### config.mk
export PLATFORM = sky130hd
export DESIGN_NAME = vx_ibuffer_sched_flat
export DESIGN_NICKNAME = d
export VERILOG_FILES = /design/src/rtl/vx_ibuffer_sched_pkg.sv /design/src/rtl/vx_ibuffer_sched_if.sv /design/src/rtl/vx_ibuf_rr_picker.sv /design/src/rtl/vx_ibuffer_sched.sv /design/src/flat_wrapper.sv
export SDC_FILE = /design/constraint.sdc
export NUM_CORES = 1
export LEC_CHECK = 0
export ABC_CLOCK_PERIOD_IN_PS = 35000
export BUFFER_PORTS_ARGS = -buffer_cell sky130_fd_sc_hd__buf_4
export CORE_ASPECT_RATIO = 1.1
export CORE_MARGIN = 3
export CORE_UTILIZATION = 48
export CTS_BUF_LIST = sky130_fd_sc_hd__clkbuf_2 sky130_fd_sc_hd__clkbuf_4 sky130_fd_sc_hd__clkbuf_8
export DETAILED_ROUTE_END_ITERATION = 6
export HOLD_SLACK_MARGIN = 0.02
export PLACE_DENSITY_LB_ADDON = 0.25
export SYNTH_ARGS = -nofsm -noshare
export SYNTH_HDL_FRONTEND = slang
export SYNTH_SLANG_ARGS = --single-unit
export TNS_END_PERCENT = 50
### constraint.sdc
create_clock -name clk -period 35 [get_ports clk]
set_clock_uncertainty 0.05 [all_clocks]
set_input_delay 3.5 -clock clk [delete_from_list [all_inputs] [get_ports clk]]
set_output_delay 3.5 -clock clk [all_outputs]
set_load 0.01 [all_outputs]
### src/rtl/vx_ibuffer_sched_pkg.sv
// Shared sizing helpers and default geometry for the instruction buffer scheduler.
package vx_ibuf_sched_pkg;

   localparam int unsigned DEF_NUM_WARPS = 4;
   localparam int unsigned DEF_DEPTH     = 2;
   localparam int unsigned DEF_DATAW     = 128;

   // A count must hold DEPTH itself, hence DEPTH+1 states.
   localparam int unsigned CNTW = $clog2(DEF_DEPTH + 1);

   typedef logic [CNTW-1:0]                   cnt_t;
   typedef cnt_t [DEF_NUM_WARPS-1:0]          cnt_vec_t;

   function automatic int unsigned cnt_width(input int unsigned depth);
      return $clog2(depth + 1);
   endfunction

endpackage

### src/rtl/vx_ibuffer_sched_if.sv
// Decode-side and issue-side handshake bundle for vx_ibuffer_sched.
interface vx_ibuffer_sched_if
   import vx_ibuf_sched_pkg::*;
#(
   parameter int unsigned NUM_WARPS = DEF_NUM_WARPS,
   parameter int unsigned DATAW     = DEF_DATAW
);
   localparam int unsigned NW_BITS = $clog2(NUM_WARPS);

   logic                 dec_valid;
   logic [NW_BITS-1:0]   dec_wid;
   logic [DATAW-1:0]     dec_data;
   logic                 dec_ready;
   logic [NUM_WARPS-1:0] warp_stall;
   logic [NUM_WARPS-1:0] warp_full;
   logic                 ibuf_valid;
   logic [NW_BITS-1:0]   ibuf_wid;
   logic [DATAW-1:0]     ibuf_data;
   logic                 ibuf_ready;
   logic                 ibuf_valid_n;
   logic [NW_BITS-1:0]   ibuf_wid_n;
   logic [DATAW-1:0]     ibuf_data_n;

   modport master (
      output dec_valid, dec_wid, dec_data, warp_stall, ibuf_ready,
      input  dec_ready, warp_full, ibuf_valid, ibuf_wid, ibuf_data,
      input  ibuf_valid_n, ibuf_wid_n, ibuf_data_n
   );

   modport slave (
      input  dec_valid, dec_wid, dec_data, warp_stall, ibuf_ready,
      output dec_ready, warp_full, ibuf_valid, ibuf_wid, ibuf_data,
      output ibuf_valid_n, ibuf_wid_n, ibuf_data_n
   );

endinterface

### src/rtl/vx_ibuf_rr_picker.sv
// Combinational round-robin picker: first requester after last_grant, wrapping.
module vx_ibuf_rr_picker #(
   parameter int unsigned NUM_WARPS = 4,
   localparam int unsigned NW_BITS  = $clog2(NUM_WARPS)
) (
   input  logic [NUM_WARPS-1:0] req,
   input  logic [NW_BITS-1:0]   last_grant,
   output logic [NW_BITS-1:0]   sel,
   output logic                 any
);

   always_comb begin
      sel = last_grant;
      any = |req;
      // Walk from farthest to nearest so the nearest requester is written last.
      for (int i = NUM_WARPS; i >= 1; i--) begin
         if (req[last_grant + NW_BITS'(i)]) sel = last_grant + NW_BITS'(i);
      end
   end

endmodule

### src/rtl/vx_ibuffer_sched.sv
// Per-warp instruction FIFOs with a round-robin issue picker and a registered issue stage.
module vx_ibuffer_sched
   import vx_ibuf_sched_pkg::*;
#(
   parameter int unsigned NUM_WARPS = DEF_NUM_WARPS,
   parameter int unsigned DEPTH     = DEF_DEPTH,
   parameter int unsigned DATAW     = DEF_DATAW
) (
   input logic               clk,
   input logic               reset_n,
   vx_ibuffer_sched_if.slave bus
);
   localparam int unsigned NW_BITS = $clog2(NUM_WARPS);
   localparam int unsigned PTRW    = $clog2(DEPTH);
   localparam int unsigned CNT_W   = cnt_width(DEPTH);

   logic [DATAW-1:0]     ram_q   [NUM_WARPS][DEPTH];
   logic [PTRW-1:0]      head_q  [NUM_WARPS];
   logic [PTRW-1:0]      tail_q  [NUM_WARPS];
   logic [CNT_W-1:0]     count_q [NUM_WARPS];
   logic [NW_BITS-1:0]   last_grant_q;
   logic                 ibuf_valid_q;
   logic [NW_BITS-1:0]   ibuf_wid_q;
   logic [DATAW-1:0]     ibuf_data_q;

   logic [NUM_WARPS-1:0] full, eligible, push_vec, pop_vec;
   logic [NW_BITS-1:0]   sel;
   logic [DATAW-1:0]     sel_data;
   logic                 any, load, push;

   always_comb begin
      full     = '0;
      eligible = '0;
      for (int w = 0; w < NUM_WARPS; w++) begin
         full[w]     = (count_q[w] == CNT_W'(DEPTH));
         eligible[w] = (count_q[w] != '0) && !bus.warp_stall[w];
      end
   end

   vx_ibuf_rr_picker #(
      .NUM_WARPS (NUM_WARPS)
   ) u_picker (
      .req        (eligible),
      .last_grant (last_grant_q),
      .sel        (sel),
      .any        (any)
   );

   // Readiness uses registered counts only, so a full warp stays blocked while being popped.
   assign push     = bus.dec_valid && !full[bus.dec_wid];
   assign load     = any && (!ibuf_valid_q || bus.ibuf_ready);
   assign sel_data = ram_q[sel][head_q[sel]];

   always_comb begin
      push_vec = '0;
      pop_vec  = '0;
      for (int w = 0; w < NUM_WARPS; w++) begin
         push_vec[w] = push && (bus.dec_wid == NW_BITS'(w));
         pop_vec[w]  = load && (sel == NW_BITS'(w));
      end
   end

   always_ff @(posedge clk) begin
      if (push) ram_q[bus.dec_wid][tail_q[bus.dec_wid]] <= bus.dec_data;
   end

   always_ff @(posedge clk or negedge reset_n) begin
      if (!reset_n) begin
         for (int w = 0; w < NUM_WARPS; w++) begin
            head_q[w]  <= '0;
            tail_q[w]  <= '0;
            count_q[w] <= '0;
         end
      end else begin
         for (int w = 0; w < NUM_WARPS; w++) begin
            if (push_vec[w]) tail_q[w] <= tail_q[w] + PTRW'(1);
            if (pop_vec[w])  head_q[w] <= head_q[w] + PTRW'(1);
            count_q[w] <= count_q[w] + CNT_W'(push_vec[w]) - CNT_W'(pop_vec[w]);
         end
      end
   end

   always_ff @(posedge clk or negedge reset_n) begin
      if (!reset_n) begin
         last_grant_q <= NW_BITS'(NUM_WARPS - 1);
         ibuf_valid_q <= 1'b0;
         ibuf_wid_q   <= '0;
         ibuf_data_q  <= '0;
      end else if (load) begin
         last_grant_q <= sel;
         ibuf_valid_q <= 1'b1;
         ibuf_wid_q   <= sel;
         ibuf_data_q  <= sel_data;
      end else if (ibuf_valid_q && bus.ibuf_ready) begin
         ibuf_valid_q <= 1'b0;
      end
   end

   assign bus.dec_ready    = !full[bus.dec_wid];
   assign bus.warp_full    = full;
   assign bus.ibuf_valid   = ibuf_valid_q;
   assign bus.ibuf_wid     = ibuf_wid_q;
   assign bus.ibuf_data    = ibuf_data_q;
   assign bus.ibuf_valid_n = any;
   assign bus.ibuf_wid_n   = sel;
   assign bus.ibuf_data_n  = sel_data;

endmodule

### src/flat_wrapper.sv
// flat-port wrapper written by rule: the top's interface ports become plain ports
module vx_ibuffer_sched_flat import vx_ibuf_sched_pkg::*;
#(
   parameter int unsigned NUM_WARPS = DEF_NUM_WARPS,
   parameter int unsigned DEPTH     = DEF_DEPTH,
   parameter int unsigned DATAW     = DEF_DATAW
)
  (clk, reset_n, bus_dec_valid, bus_dec_wid, bus_dec_data, bus_warp_stall, bus_ibuf_ready, bus_dec_ready, bus_warp_full, bus_ibuf_valid, bus_ibuf_wid, bus_ibuf_data, bus_ibuf_valid_n, bus_ibuf_wid_n, bus_ibuf_data_n);
  vx_ibuffer_sched_if #(.NUM_WARPS(NUM_WARPS), .DATAW(DATAW)) bus_i ();
  input logic clk;
  input logic reset_n;
  input wire logic [$bits(bus_i.dec_valid)-1:0] bus_dec_valid;
  input wire logic [$bits(bus_i.dec_wid)-1:0] bus_dec_wid;
  input wire logic [$bits(bus_i.dec_data)-1:0] bus_dec_data;
  input wire logic [$bits(bus_i.warp_stall)-1:0] bus_warp_stall;
  input wire logic [$bits(bus_i.ibuf_ready)-1:0] bus_ibuf_ready;
  output wire logic [$bits(bus_i.dec_ready)-1:0] bus_dec_ready;
  output wire logic [$bits(bus_i.warp_full)-1:0] bus_warp_full;
  output wire logic [$bits(bus_i.ibuf_valid)-1:0] bus_ibuf_valid;
  output wire logic [$bits(bus_i.ibuf_wid)-1:0] bus_ibuf_wid;
  output wire logic [$bits(bus_i.ibuf_data)-1:0] bus_ibuf_data;
  output wire logic [$bits(bus_i.ibuf_valid_n)-1:0] bus_ibuf_valid_n;
  output wire logic [$bits(bus_i.ibuf_wid_n)-1:0] bus_ibuf_wid_n;
  output wire logic [$bits(bus_i.ibuf_data_n)-1:0] bus_ibuf_data_n;
  assign bus_i.dec_valid = bus_dec_valid;
  assign bus_i.dec_wid = bus_dec_wid;
  assign bus_i.dec_data = bus_dec_data;
  assign bus_i.warp_stall = bus_warp_stall;
  assign bus_i.ibuf_ready = bus_ibuf_ready;
  assign bus_dec_ready = bus_i.dec_ready;
  assign bus_warp_full = bus_i.warp_full;
  assign bus_ibuf_valid = bus_i.ibuf_valid;
  assign bus_ibuf_wid = bus_i.ibuf_wid;
  assign bus_ibuf_data = bus_i.ibuf_data;
  assign bus_ibuf_valid_n = bus_i.ibuf_valid_n;
  assign bus_ibuf_wid_n = bus_i.ibuf_wid_n;
  assign bus_ibuf_data_n = bus_i.ibuf_data_n;
  vx_ibuffer_sched #(.NUM_WARPS(NUM_WARPS), .DEPTH(DEPTH), .DATAW(DATAW)) u_core (.clk(clk), .reset_n(reset_n), .bus(bus_i));
endmodule
**After elaboration in Yosys (flattened, before gate mapping)**

Memory sizes are Yosys's and may differ from the RTL's.
Cells that the tools add are included.

- Flip-flop bits (word level): 149
- Memory bits (writable): 1024
- Logic and storage cells: 116
- Memories: 1

Memory list:

| name | depth | width | rd ports | clocked after Yosys merged registers in | write ports | line | text |
|---|---|---|---|---|---|---|---|
| u_core.ram_q | 4 | 256 | 1 | 0 | 1 | vx_ibuffer_sched.sv:17 | `logic [DATAW-1:0] ram_q [NUM_WARPS][DEPTH];` |

- Add/subtract/negate cells: 19
- $lt $le $gt $ge: 9
- Equal/unequal tests: 10
- Mux-type cells: 26
- Bitwise gates (word level): 4
- Reduce and logical (&&, ||, !) cells: 31

Operator list:

| kind | count |
|---|---|
| 2-to-1 mux 128 bit | 4 |
| 2-to-1 mux 256 bit | 1 |
| demux 128 bit (select 1 bit) | 1 |
| == test 2 bit (second input constant) | 8 |
| logical AND 1 bit | 16 |
| binary-select mux 1 bit (select 2 bit) | 6 |
| less-than comparator 2 x 3 -> 1 bit (second input constant) | 4 |
| 2-to-1 mux 1 bit | 11 |
| nonzero test 2 bit | 5 |
| adder 1 bit (second input constant) | 8 |
| adder 2 x 1 -> 2 bit | 4 |
| subtractor 2 x 1 -> 2 bit | 4 |
| greater-or-equal comparator 3 bit (second input constant) | 2 |
| zero test 1 bit | 6 |
| 2-to-1 mux 2 bit | 3 |
| NOT 2 -> 3 bit | 2 |
| adder 2 bit (second input constant) | 2 |
| == test 2 x 1 -> 1 bit (second input constant) | 2 |
| greater-or-equal comparator 2 bit (second input constant) | 2 |
| zero test 2 bit | 2 |
| NOT 1 -> 2 bit | 2 |
| OR reduction 4 bit | 1 |
| adder 2 x 1 -> 2 bit (second input constant) | 1 |
| less-than comparator 2 x 1 -> 1 bit (second input constant) | 1 |
| logical OR 1 bit | 1 |

**Logic depth before layout (Yosys ltp)**

Gate-level depths: netlist (run 1).

- Word-level depth: 15
- Mapped depth: 14
- Depth with buffers taken out: 11

**By module**

A second synthesis (run 1) with hierarchy kept.

- Cells, all modules: 1874
- Area total of the unflattened synthesis: 45247.1 um2

By module, submodules not included:

| module | times used | cells each | area each (um2) | sequential area each (um2) |
|---|---|---|---|---|
| vx_ibuffer_sched | 1 | 1860 | 45164.6 | 34480.6 |
| vx_ibuf_rr_picker | 1 | 14 | 82.6 | 0.0 |

**Worst setup path before layout (run 1)**

No wires, ideal clock.

- Kind: input port to flip-flop
- Start point: input port bus_dec_wid[0]
- End point: memory u_core.ram_q[1][128] in the netlist's numbering, enable pin
- Data arrival time: 16110 ps
- Setup slack: 17909 ps
- Stages on the path: 2
- Buffers on the path: 0
- Cells stage by stage: mux4_2 -> nor4_1

- Cells in the longest elaborated chain, start to end: 10
- Elaborated cells on any way between the ends: 16
- Those cells by class: order compare: 2; mux: 9; bitwise: 2; reduce/logical: 3

RTL lines:

| item | line | text |
|---|---|---|
| start, declared | flat_wrapper.sv:13 | `input wire logic [$bits(bus_i.dec_wid)-1:0] bus_dec_wid;` |
| NOT 2 -> 3 bit (implied by the code) | vx_ibuffer_sched.sv:64 | `if (push) ram_q[bus.dec_wid][tail_q[bus.dec_wid]] <= bus.dec_data;` |
| binary-select mux 1 bit (select 2 bit) | vx_ibuffer_sched.sv:64 |  |
| 2-to-1 mux 1 bit (implied by the code) (2 in a row) | vx_ibuffer_sched.sv:64 |  |
| NOT 1 -> 2 bit (implied by the code) | vx_ibuffer_sched.sv:64 |  |
| greater-or-equal comparator 2 bit (implied by the code) / less-than comparator 2 x 1 -> 1 bit (equally long branches) | vx_ibuffer_sched.sv:64 |  |
| logical AND 1 bit (implied by the code) | vx_ibuffer_sched.sv:64 |  |
| 2-to-1 mux 128 bit (implied by the code) | vx_ibuffer_sched.sv:64 |  |
| demux 128 bit (select 1 bit) | vx_ibuffer_sched.sv:64 |  |
| 2-to-1 mux 256 bit (implied by the code) | vx_ibuffer_sched.sv:64 |  |
| end, declared | vx_ibuffer_sched.sv:17 |  |

Parallel ways exist; a longest one is shown, timed or not. The select of a mux whose other input is x is not followed.

**Worst setup path in the final report (run 1)**

- Start point: input port bus_warp_stall[2]
- End point: output port bus_ibuf_data_n[61]

- Cells in the longest elaborated chain, start to end: 15
- Elaborated cells on any way between the ends: 20
- Those cells by class: mux: 15; bitwise: 2; reduce/logical: 2; memory: 1

RTL lines:

| item | line | text |
|---|---|---|
| start, declared | flat_wrapper.sv:15 | `input wire logic [$bits(bus_i.warp_stall)-1:0] bus_warp_stall;` |
| zero test 1 bit (*) | vx_ibuffer_sched.sv:36 | `eligible[w] = (count_q[w] != '0) && !bus.warp_stall[w];` |
| logical AND 1 bit (*) | vx_ibuffer_sched.sv:36 |  |
| binary-select mux 1 bit (select 2 bit) | vx_ibuf_rr_picker.sv:17 | `if (req[last_grant + NW_BITS'(i)]) sel = last_grant + NW_BITS'(i);` |
| 2-to-1 mux 1 bit (implied by the code) | vx_ibuf_rr_picker.sv:17 |  |
| 2-to-1 mux 2 bit (2 in a row) | vx_ibuf_rr_picker.sv:17 |  |
| 2-to-1 mux 2 bit (*) | vx_ibuf_rr_picker.sv:17 |  |
| NOT 2 -> 3 bit (implied by the code) | vx_ibuffer_sched.sv:52 | `assign sel_data = ram_q[sel][head_q[sel]];` |
| binary-select mux 1 bit (select 2 bit) | vx_ibuffer_sched.sv:52 |  |
| 2-to-1 mux 1 bit (implied by the code) (2 in a row) | vx_ibuffer_sched.sv:52 |  |
| NOT 1 -> 2 bit (implied by the code) | vx_ibuffer_sched.sv:52 |  |
| 2-to-1 mux 128 bit (implied by the code) (*) (3 in a row) | vx_ibuffer_sched.sv:52 |  |
| end, declared | flat_wrapper.sv:24 | `output wire logic [$bits(bus_i.ibuf_data_n)-1:0] bus_ibuf_data_n;` |

Mark *: on every way between the ends. The rest lies on a longest branch, timed or not. The select of a mux whose other input is x is not followed.

==> results of run 1 <==
state kept, by name, summed over array words and instances (netlist names):
signal                 flops
u_core.bus.ibuf_wid        2
u_core.last_grant_q        2
u_core.tail_q              4
u_core.head_q              4
u_core.bus.ibuf_data     128
u_core.ram_q            1024
u_core.bus.ibuf_valid      1
u_core.count_q             8
power by group through the flow:
stage | Sequential [µW] | Combinational (µW) | Clock, µW
final | 1780 | 2640 | 1120
after global placement | 1800 | 2640 | 0
after global routing | 1800 | 2810 | 1220
after CTS | 1780 | 2680 | 1150
after floorplan | 1850 | 1760 | 0
after detailed placement | 1810 | 2670 | 0
layout by cell type (no fill, tap or decap), types with 2 or more instances in the layout:
| master | count |
|---|---|
| buf_4 | 421 |
| inv_8 | 5 |
| bufinv_16 | 3 |
| clkinvlp_4 | 3 |
| clkbuf_8 | 195 |
| mux2_2 | 136 |
| clkbuf_4 | 58 |
| dfstp_2 | 2 |
| mux4_2 | 2 |
| xor2_1 | 4 |
| nor2b_4 | 3 |
| o21ba_2 | 2 |
| clkinv_2 | 28 |
| nor3b_1 | 2 |
| xnor2_1 | 8 |
| nor3_1 | 5 |
| nor2_1 | 9 |
| inv_1 | 18 |
| dfrtp_1 | 147 |
| mux2_4 | 120 |
| o21ai_0 | 2 |
| clkinv_1 | 45 |
| and2_4 | 3 |
| ha_1 | 8 |
| nand2_1 | 8 |
| diode_2 | 6 |
| edfxtp_1 | 1024 |
| inv_6 | 4 |
| nor2_4 | 2 |
| mux2i_1 | 770 |
| a21oi_1 | 4 |
| buf_12 | 8 |
layer usage:
metal | vias to the layer above | wire length [µm] | track usage [%]
met5 | - | 34 | 0
met4 | 6 | 1931 | 6.208
met3 | 163 | 5365 | 4.763
met2 | 553 | 48130 | 31.69
met1 | 11640 | 40770 | 23.70
li1 | 10460 | - | -
worst reg2reg max path, stage by stage, from the launching register on:
cell and delay [ns]:
dfrtp_1 0.42, o21ba_2 0.27, a221oi_2 0.26, a21oi_2 0.13
inv_8 0.59, buf_12 0.75, buf_4 1.29, mux2i_1 0.35
mux2i_1 0.12, mux2_4 0.32, mux2_2 0.27
area by class of cell:
class                   count  area [µm²]
inverters                  19       78.83
fillers                  7261       41500
clock buffers             253        3119
multi-input cells        1104       11700
well taps                1270        1589
clock inverters            88       518.0
flip-flops and latches   1173       34480
repair buffers            430        3332
diodes                      6       15.01
synthesized netlist by cell type:
master / number
edfxtp_1: 1024
mux2i_1: 770
dfrtp_1: 147
mux2_2: 137
mux2_4: 120
buf_2: 44
buf_4: 33
inv_1: 18
buf_6: 17
clkbuf_1: 16
nor2_1: 11
ha_1: 8
nand2_1: 8
xnor2_1: 8
nor3_1: 6
clkbuf_4: 5
a21oi_1: 4
nor2b_1: 4
xor2_1: 4
and2_1: 3
dfstp_2: 2
mux4_2: 2
nor3b_1: 2
o21ai_0: 2
o21ba_2: 2
a21oi_2: 1
a221oi_2: 1
a22oi_1: 1
a2bb2o_1: 1
inv_2: 1
nand2b_1: 1
nand3_1: 1
nand4_1: 1
nand4b_1: 1
nor4_1: 1
o21bai_2: 1
o21bai_4: 1
o22ai_1: 1
or4b_2: 1
path summary, 6_finish.rpt:
kind / slack (ns) / to / startpoint
worst max-delay path: 23.61 / bus_ibuf_data_n[61] / bus_warp_stall[2]
worst min-delay path: 0.43 / u_core.head_q[3] / u_core.head_q[3]
worst max register to register: 30.07 / u_core.bus.ibuf_data[61] / u_core.count_q[5]
worst min register to register: 0.43 / u_core.head_q[3] / u_core.head_q[3]
max in group asynchronous: 31.10 / u_core.count_q[4] / reset_n
min in group asynchronous: 2.57 / u_core.bus.ibuf_data[109] / reset_n
through the flow:
step	setup slack (ns)	util [%]	power (µW)	instances
floorplan	17.91	-	3619	2411
global placement	23.80	53.13	4437	3996
detailed placement	23.66	53.13	4487	3996
CTS	23.64	56.91	5621	4337
global route	23.34	56.92	5832	4341
finish	23.61	56.92	5542	4343
cell families after synthesis:
kind of cell	after synthesis	synth area share (%)
adders and majority gates	8	0.2132
muxes	1029	23.64
DFF	1173	73.45
xor gates and xnor gates	12	0.2239
and+or+nand+nor	40	0.4318
buffers and inverters	134	1.765
AOI/OAI and AO/OA	15	0.2719
==> results.toml, run 1 <==
[clocking]
clkTransAtPathRegs_ns = 0.07
clock_latency_ns = 0.82
ctsResizeCount = 0
clock_sinks = 1173
cts_hold_buffers = 0
cts.path.max_buffers = 3
cts_buffers = 183
cts_tree = "done"
htree_levels = 4
cts_root_buf = "clkbuf_8"
post-cts-setup-buffers = 0

[logic_synthesis]
synth_cells = 2411
synth_top_cell_by_area = "edfxtp_1"
syn_area_per_cell_um2 = 19.47
synth-seq-cells = 1173
synth.top_cell.area_share_pct = 65.51
ys_seq_area_share_pct = 73.45
synth_area_um2 = 46940
synth_fp_nets = 2557
synth_cell_types = 39
yosysWarnings = 0
netlist_top_cells_area = "edfxtp_1 66%, mux2i_1 16%, dfrtp_1 7.8%, mux2_4 3.8%, mux2_2 3.3%"

[floorplanning]
die_area_um2 = 101600
start_util_pct = 48.73
ioPinCount = 405
die_w_um = 304.2
core_area_um2 = 96330
die_height_um = 334.0
row_count = 119

[sta]
max_slew.worst_pin.slew_ns = 1.194
slew_headroom_pct = 20.42
hold_slack_ns = 0.4251
grt_setup_unrepaired = "no"
finalMaxSlewViolations = 0
fin_crit_sh_pct = 32.53
hold_viol_final = 0
min_period_ns = 11.39
setup_viol = 0
setup_tns_ns = 0
fmaxAchievable_ghz = 0.08783

[detailed_routing]
avgRoutedWirePerCell_um = 22.16
antenna_left = 0
first_pass_iters = 5
num_vias = 22820
drt-vias-per-instance = 5.255
drt-total-wl_mm = 96.23
drt_iter0_drc = 1332
drc = 0

[job]
max-cap-violations = 0

[pwr]
vdd_drop_max_v = 0.0001475
p_comb_share_pct = 47.7
p_int_uw = 3658
powerDensity_nw_per_um2 = 101.1
clockPowerShare_pct = 20.2
seqPwrFrac_pct = 32.2
p_sw_share_pct = 34.00
p_leak_uw = 0.02127
switchingPower_uw = 1884

[critical_path]
cpMostUsedCell = "buf_4"
crit_chain = "buf_4, o21bai_2, a221oi_2, a21oi_2, inv_8, buf_12, buf_4, mux2i_1, mux2i_1, mux2_4, buf_4"
crit_buf_inv = 5
worstRegToRegCells = 10
critical-path-top-delay-family = "buffers and inverters"
worst_setup_path_start_kind = "input port"
path_class = "input port to primary output"
worstPathRequired_ns = 31.45
end_kind = "primary output"
cp.depth = 11
slowest_stage = "buf_4"
cp_max_fo = 149
cp_slowest_stage_delay_ns = 0.99
cp.arrival_ns = 7.84

[grt]
grt_pass1_vias = 24390
grt_pass1_wl_mm = 145.3
track_usage_pct = 18.73
grt_max_degree = 150
antenna_found_initial = 9
overflow = 0

[cells_and_area]
drive_gt1_share_pct = 32.77
area_delta_synth_final_pct = 16.82
final_nets = 3057
fin_area_um2 = 54840

[placed_design]
placed_cell_area_um2 = 51180
globalplace.congestion = 0.7108
portBuffers = 404
dp.final_hpwl_mm = 52.43

[min_path]
hold_class = "flop to flop"
whs_path_depth = 1

[run_status]
status = "finished, final reports clean"
No activity file was read; power rests on OpenSTA's default activity.
==> inputs of run 2 (changes only) <==
--- a/config.mk
+++ b/config.mk
@@ -5,7 +5,7 @@
 export SDC_FILE = /design/constraint.sdc
 export NUM_CORES = 1
 export LEC_CHECK = 0
-export ABC_CLOCK_PERIOD_IN_PS = 35000
+export ABC_CLOCK_PERIOD_IN_PS = 10900
 export BUFFER_PORTS_ARGS = -buffer_cell sky130_fd_sc_hd__buf_4
 export CORE_ASPECT_RATIO = 1.1
 export CORE_MARGIN = 3
==> constraint.sdc (replaced) <==
create_clock -name clk -period 10.9 [get_ports clk]
set_clock_uncertainty 0.05 [all_clocks]
set_input_delay 1.09 -clock clk [delete_from_list [all_inputs] [get_ports clk]]
set_output_delay 1.09 -clock clk [all_outputs]
set_load 0.01 [all_outputs]
==> results.toml, run 2 (same netlist as run 1, synthesis figures left out) <==
[pwr]
switchingPower_uw = 6031
clockPowerShare_pct = 20.3
p_sw_share_pct = 33.83
p_comb_share_pct = 47.5
powerDensity_nw_per_um2 = 324.6
p_total_uw = 17830
p_leak_uw = 0.02130
vdd_drop_max_v = 0.0003708
seqPwrFrac_pct = 32.2
p_int_uw = 11800

[placed_design]
dp.final_hpwl_mm = 52.40
globalplace.congestion = 0.7424
portBuffers = 404

[sta]
slew_headroom_pct = 21.93
fmaxAchievable_ghz = 0.1546
fin_crit_sh_pct = 59.34
hold_viol_final = 0
setup_tns_ns = 0
max_slew.worst_pin.slew_ns = 1.171
grt_setup_unrepaired = "no"
finalMaxSlewViolations = 0
min_period_ns = 6.468
setup_viol = 0

[run_status]
status = "finished, final reports clean"

[critical_path]
path_class = "flop to primary output"
rrSetupSlack_ns = 6.11
end_kind = "primary output"
cp.arrival_ns = 5.33
worstPathRequired_ns = 9.76
cp_max_fo = 97
worst_setup_path_start_kind = "flop"

[grt]
antenna_found_initial = 19
track_usage_pct = 18.73
grt_max_degree = 131
grt_pass1_wl_mm = 144.4
overflow = 0
grt_pass1_vias = 24480

[floorplanning]
core_area_um2 = 96330
die_area_um2 = 101600
ioPinCount = 405
start_util_pct = 48.73
die_height_um = 334.0
die_w_um = 304.2
row_count = 119

[clocking]
ctsResizeCount = 0
clkTransAtPathRegs_ns = 0.06
cts_tree = "done"
post-cts-setup-buffers = 0
cts.path.max_buffers = 3
cts_root_buf = "clkbuf_8"
clock_sinks = 1173
cts_buffers = 182
clock_latency_ns = 0.83
cts_hold_buffers = 0
htree_levels = 4

[cells_and_area]
area_delta_synth_final_pct = 17.00
drive_gt1_share_pct = 33.18
multiInputGateArea_um2 = 11710
final_cell_mix = "1024 x edfxtp_1, 770 x mux2i_1, 424 x buf_4"
regArea_um2 = 34480
num-fill-cells = 7227
largest_reg_flops = 1024
final_nets = 3058
layout_commonest_cell = "edfxtp_1"

[job]
max-cap-violations = 0

[detailed_routing]
antenna_left = 0
drt-total-wl_mm = 96.11
avgRoutedWirePerCell_um = 22.10
first_pass_iters = 5
num_vias = 22990
drt_iter0_drc = 1318
drc = 0
drt-vias-per-instance = 5.286

[min_path]
hold_class = "input port to async pin"
==> run 2: changes by cell type in the layout (fill, tap and decap cells not counted), moves of 2 or more <==
| cell | delta |
|---|---|
| inv_6 | -3 |
| clkbuf_4 | +20 |
| clkinv_1 | -14 |
| diode_2 | +8 |
| clkinvlp_4 | +3 |
| clkbuf_8 | +2 |
| clkinv_8 | +2 |
| clkinv_2 | -12 |
| buf_4 | +3 |
==> run 2: per-stage QoR <==
stage / std cells / utilization, % / area [µm²] / hold slack, ns / setup slack (ns)
after global placement: 3998 / 53.14 / 51200 / 0.4075 / 4.602
after detailed placement: 3998 / 53.14 / 51200 / 0.4076 / 4.476
final: 4349 / 57.01 / 54920 / 0.1807 / 4.432
after CTS: 4335 / 56.97 / 54890 / 0.08587 / 4.322
after global routing: 4342 / 56.99 / 54900 / 0.1467 / 4.112
after floorplan: 2411 / - / 46950 / 0.3910 / 1.657
==> run 2: path summary, 6_finish.rpt <==
kind	start	end	cells after the start
setup / recovery	u_core.count_q[5]	bus_ibuf_data_n[35]	10
hold / removal	reset_n	u_core.bus.ibuf_data[108]	1
setup reg to reg	u_core.count_q[5]	u_core.bus.ibuf_data[39]	10
hold reg to reg	u_core.head_q[2]	u_core.head_q[2]	1
max in group asynchronous	reset_n	u_core.bus.ibuf_data[8]	2
min in group clk	u_core.head_q[2]	u_core.head_q[2]	1
==> run 2: power by group through the flow <==
stage	registers (µW)	clock network, µW	logic (µW)
after floorplan	5950	0	5670
after global placement	5790	0	8470
after detailed placement	5820	0	8600
after CTS	5730	3730	8620
after global routing	5780	3930	9030
final	5730	3620	8470
==> run 2: metal layers <==
metal  global-route usage, %  routed length [µm]  vias up
met5                       0                  80        -
met4                   6.516                1966       10
met3                   4.775                5859      148
met2                   31.53               47950      611
met1                   23.69               40250    11770
li1                        -                   -    10450
==> run 2: worst max-delay path, cell delays in order (launching register included) <==
cell	delay, ns
dfrtp_1	0.41
o21ba_2	0.26
a221oi_2	0.26
a21oi_2	0.12
inv_8	0.62
buf_4	0.86
buf_4	0.92
mux2i_1	0.29
mux2i_1	0.11
mux2_4	0.33
buf_4	0.15
==> run 2: area by class of cell <==
type | count | area share (%)
Antenna cell | 14 | 0.06379
Clock buffer | 275 | 6.003
Clock inverter | 62 | 0.7154
Inverter | 19 | 0.1435
Multi-Input combinational cell | 1104 | 21.33
Sequential cell | 1173 | 62.78
Tap cell | 1270 | 2.893
Timing Repair Buffer | 432 | 6.071
==> inputs of run 3 (changes only) <==
--- a/config.mk
+++ b/config.mk
@@ -5,7 +5,7 @@
 export SDC_FILE = /design/constraint.sdc
 export NUM_CORES = 1
 export LEC_CHECK = 0
-export ABC_CLOCK_PERIOD_IN_PS = 10900
+export ABC_CLOCK_PERIOD_IN_PS = 5700
 export BUFFER_PORTS_ARGS = -buffer_cell sky130_fd_sc_hd__buf_4
 export CORE_ASPECT_RATIO = 1.1
 export CORE_MARGIN = 3
==> constraint.sdc (replaced) <==
create_clock -name clk -period 5.7 [get_ports clk]
set_clock_uncertainty 0.05 [all_clocks]
set_input_delay 0.57 -clock clk [delete_from_list [all_inputs] [get_ports clk]]
set_output_delay 0.57 -clock clk [all_outputs]
set_load 0.01 [all_outputs]
==> results.toml, run 3 (same netlist as run 1, synthesis figures left out) <==
[clocking]
cts.path.max_buffers = 3
clock_latency_ns = 0.81
htree_levels = 4
post-cts-setup-buffers = 0
ctsResizeCount = 0
cts_root_buf = "clkbuf_8"
cts_hold_buffers = 131
clock_sinks = 1173
cts_buffers = 181
clkTransAtPathRegs_ns = 0.07
cts_tree = "done"

[grt]
antenna_found_initial = 6
grt_pass1_wl_mm = 148.0
grt_max_degree = 126
overflow = 0
track_usage_pct = 18.87
grt_pass1_vias = 25170

[critical_path]
slowest_stage = "mux2_8"
worstPathRequired_ns = 5.08
cp.arrival_ns = 4.33
cp_max_fo = 71
end_kind = "primary output"
crit_chain = "o21ba_2, a221oi_2, a21oi_2, inv_8, mux2i_1, mux2_8, buf_12, mux2_4, buf_4"
path_class = "flop to primary output"
worst_setup_path_start_kind = "flop"
cp_slowest_stage_delay_ns = 0.53

[job]
max-cap-violations = 0

[floorplanning]
row_count = 119
ioPinCount = 405
die_w_um = 304.2
start_util_pct = 48.73
core_area_um2 = 96330
die_height_um = 334.0
die_area_um2 = 101600

[placed_design]
placed_cell_area_um2 = 51440
dp.final_hpwl_mm = 53.66
portBuffers = 404
globalplace.congestion = 0.7626

[cells_and_area]
regArea_um2 = 34480
area_delta_synth_final_pct = 20.15
final_cell_mix = "1024 x edfxtp_1, 770 x mux2i_1, 416 x buf_4"
multiInputGateArea_um2 = 11710
final_nets = 3195
drive_gt1_share_pct = 31.58
num-fill-cells = 7104
largest_reg_flops = 1024
layout_commonest_cell = "edfxtp_1"
fin_area_um2 = 56400

[detailed_routing]
drt-total-wl_mm = 96.96
antenna_left = 0
avgRoutedWirePerCell_um = 21.67
drt_iter0_drc = 1423
first_pass_iters = 6
num_vias = 23540
drt-vias-per-instance = 5.262
drc = 0

[sta]
finalMaxSlewViolations = 0
slew_headroom_pct = 20.11
grt_setup_unrepaired = "no"
setup_tns_ns = 0
max_slew.worst_pin.slew_ns = 1.189
hold_viol_final = 0
min_period_ns = 4.947
fmaxAchievable_ghz = 0.2022
fin_crit_sh_pct = 86.78
setup_viol = 0

[run_status]
status = "finished, final reports clean"

[min_path]
hold_class = "input port to flop"

[pwr]
vdd_drop_max_v = 0.0009462
p_leak_uw = 0.02191
powerDensity_nw_per_um2 = 605.2
run 3: cell types whose count changed in the layout (fill, tap and decap cells not counted), moves of 11 or more:
cell	before	now
buf_12	7	22
clkbuf_4	78	53
clkinv_1	31	42
clkinv_2	16	27
diode_2	14	3
dlygate4sd3_1	0	131
run 3: final cells by class:
| class | instances | area share (%) |
|---|---|---|
| antenna | 3 | 0.01331 |
| clock buffer | 253 | 5.586 |
| clock inverter | 82 | 0.8807 |
| inverter | 19 | 0.1398 |
| multi-input combinational | 1104 | 20.77 |
| sequential | 1173 | 61.13 |
| tap | 1270 | 2.817 |
| timing repair buffer | 570 | 8.663 |
run 3: power by group:
group          internal (µW)  switching [µW]
clock network           3760            3130
logic                   8310            7990
registers              10500             419
run 3: metrics by stage:
| step | hold slack (ns) | total power (µW) | util (%) | cells | worst slack, ns |
|---|---|---|---|---|---|
| final | 0.1691 | 34140 | 58.55 | 4474 | 0.7533 |
| after global routing | 0.1233 | 35890 | 58.55 | 4473 | 0.4784 |
| after CTS | 0.05618 | 34550 | 58.54 | 4471 | 0.6226 |
| after detailed placement | 0.4070 | 27480 | 53.39 | 4005 | 1.258 |
| after global placement | 0.4100 | 27180 | 53.39 | 4005 | 1.345 |
| after floorplan | 0.2244 | 22190 | - | 2411 | -1.658 |
run 3: critical path, delay by kind of cell, from the launching register on:
| family | cells | cell delay [ns] |
|---|---|---|
| AO/OA/AOI/OAI | 3 | 0.65 |
| multiplexers | 3 | 1.22 |
| buffers and inverters | 3 | 1.04 |
| flip-flops | 1 | 0.42 |
run 3: final timing paths:
path | from | end | slack, ns | depth (start not counted)
min in group asynchronous | reset_n | u_core.bus.ibuf_data[60] | 0.29 | 2
worst max register to register | u_core.count_q[5] | u_core.count_q[7] | 1.86 | 11
worst min register to register | u_core.head_q[1] | u_core.head_q[1] | 0.42 | 1
worst min-delay path | bus_dec_wid[1] | u_core.tail_q[2] | 0.17 | 4
max in group asynchronous | reset_n | u_core.bus.ibuf_data[7] | 3.99 | 3
worst max-delay path | u_core.count_q[5] | bus_ibuf_data_n[5] | 0.75 | 9
run 3: routing by layer:
| metal | global-route usage, % | share of wire (%) | up-vias |
|---|---|---|---|
| li1 | - | - | 10700 |
| met1 | 24.02 | 42 | 12070 |
| met2 | 32.47 | 51 | 606 |
| met3 | 4.060 | 5.0 | 157 |
| met4 | 5.942 | 2.1 | 6 |
| met5 | 0 | 0.042 | - |
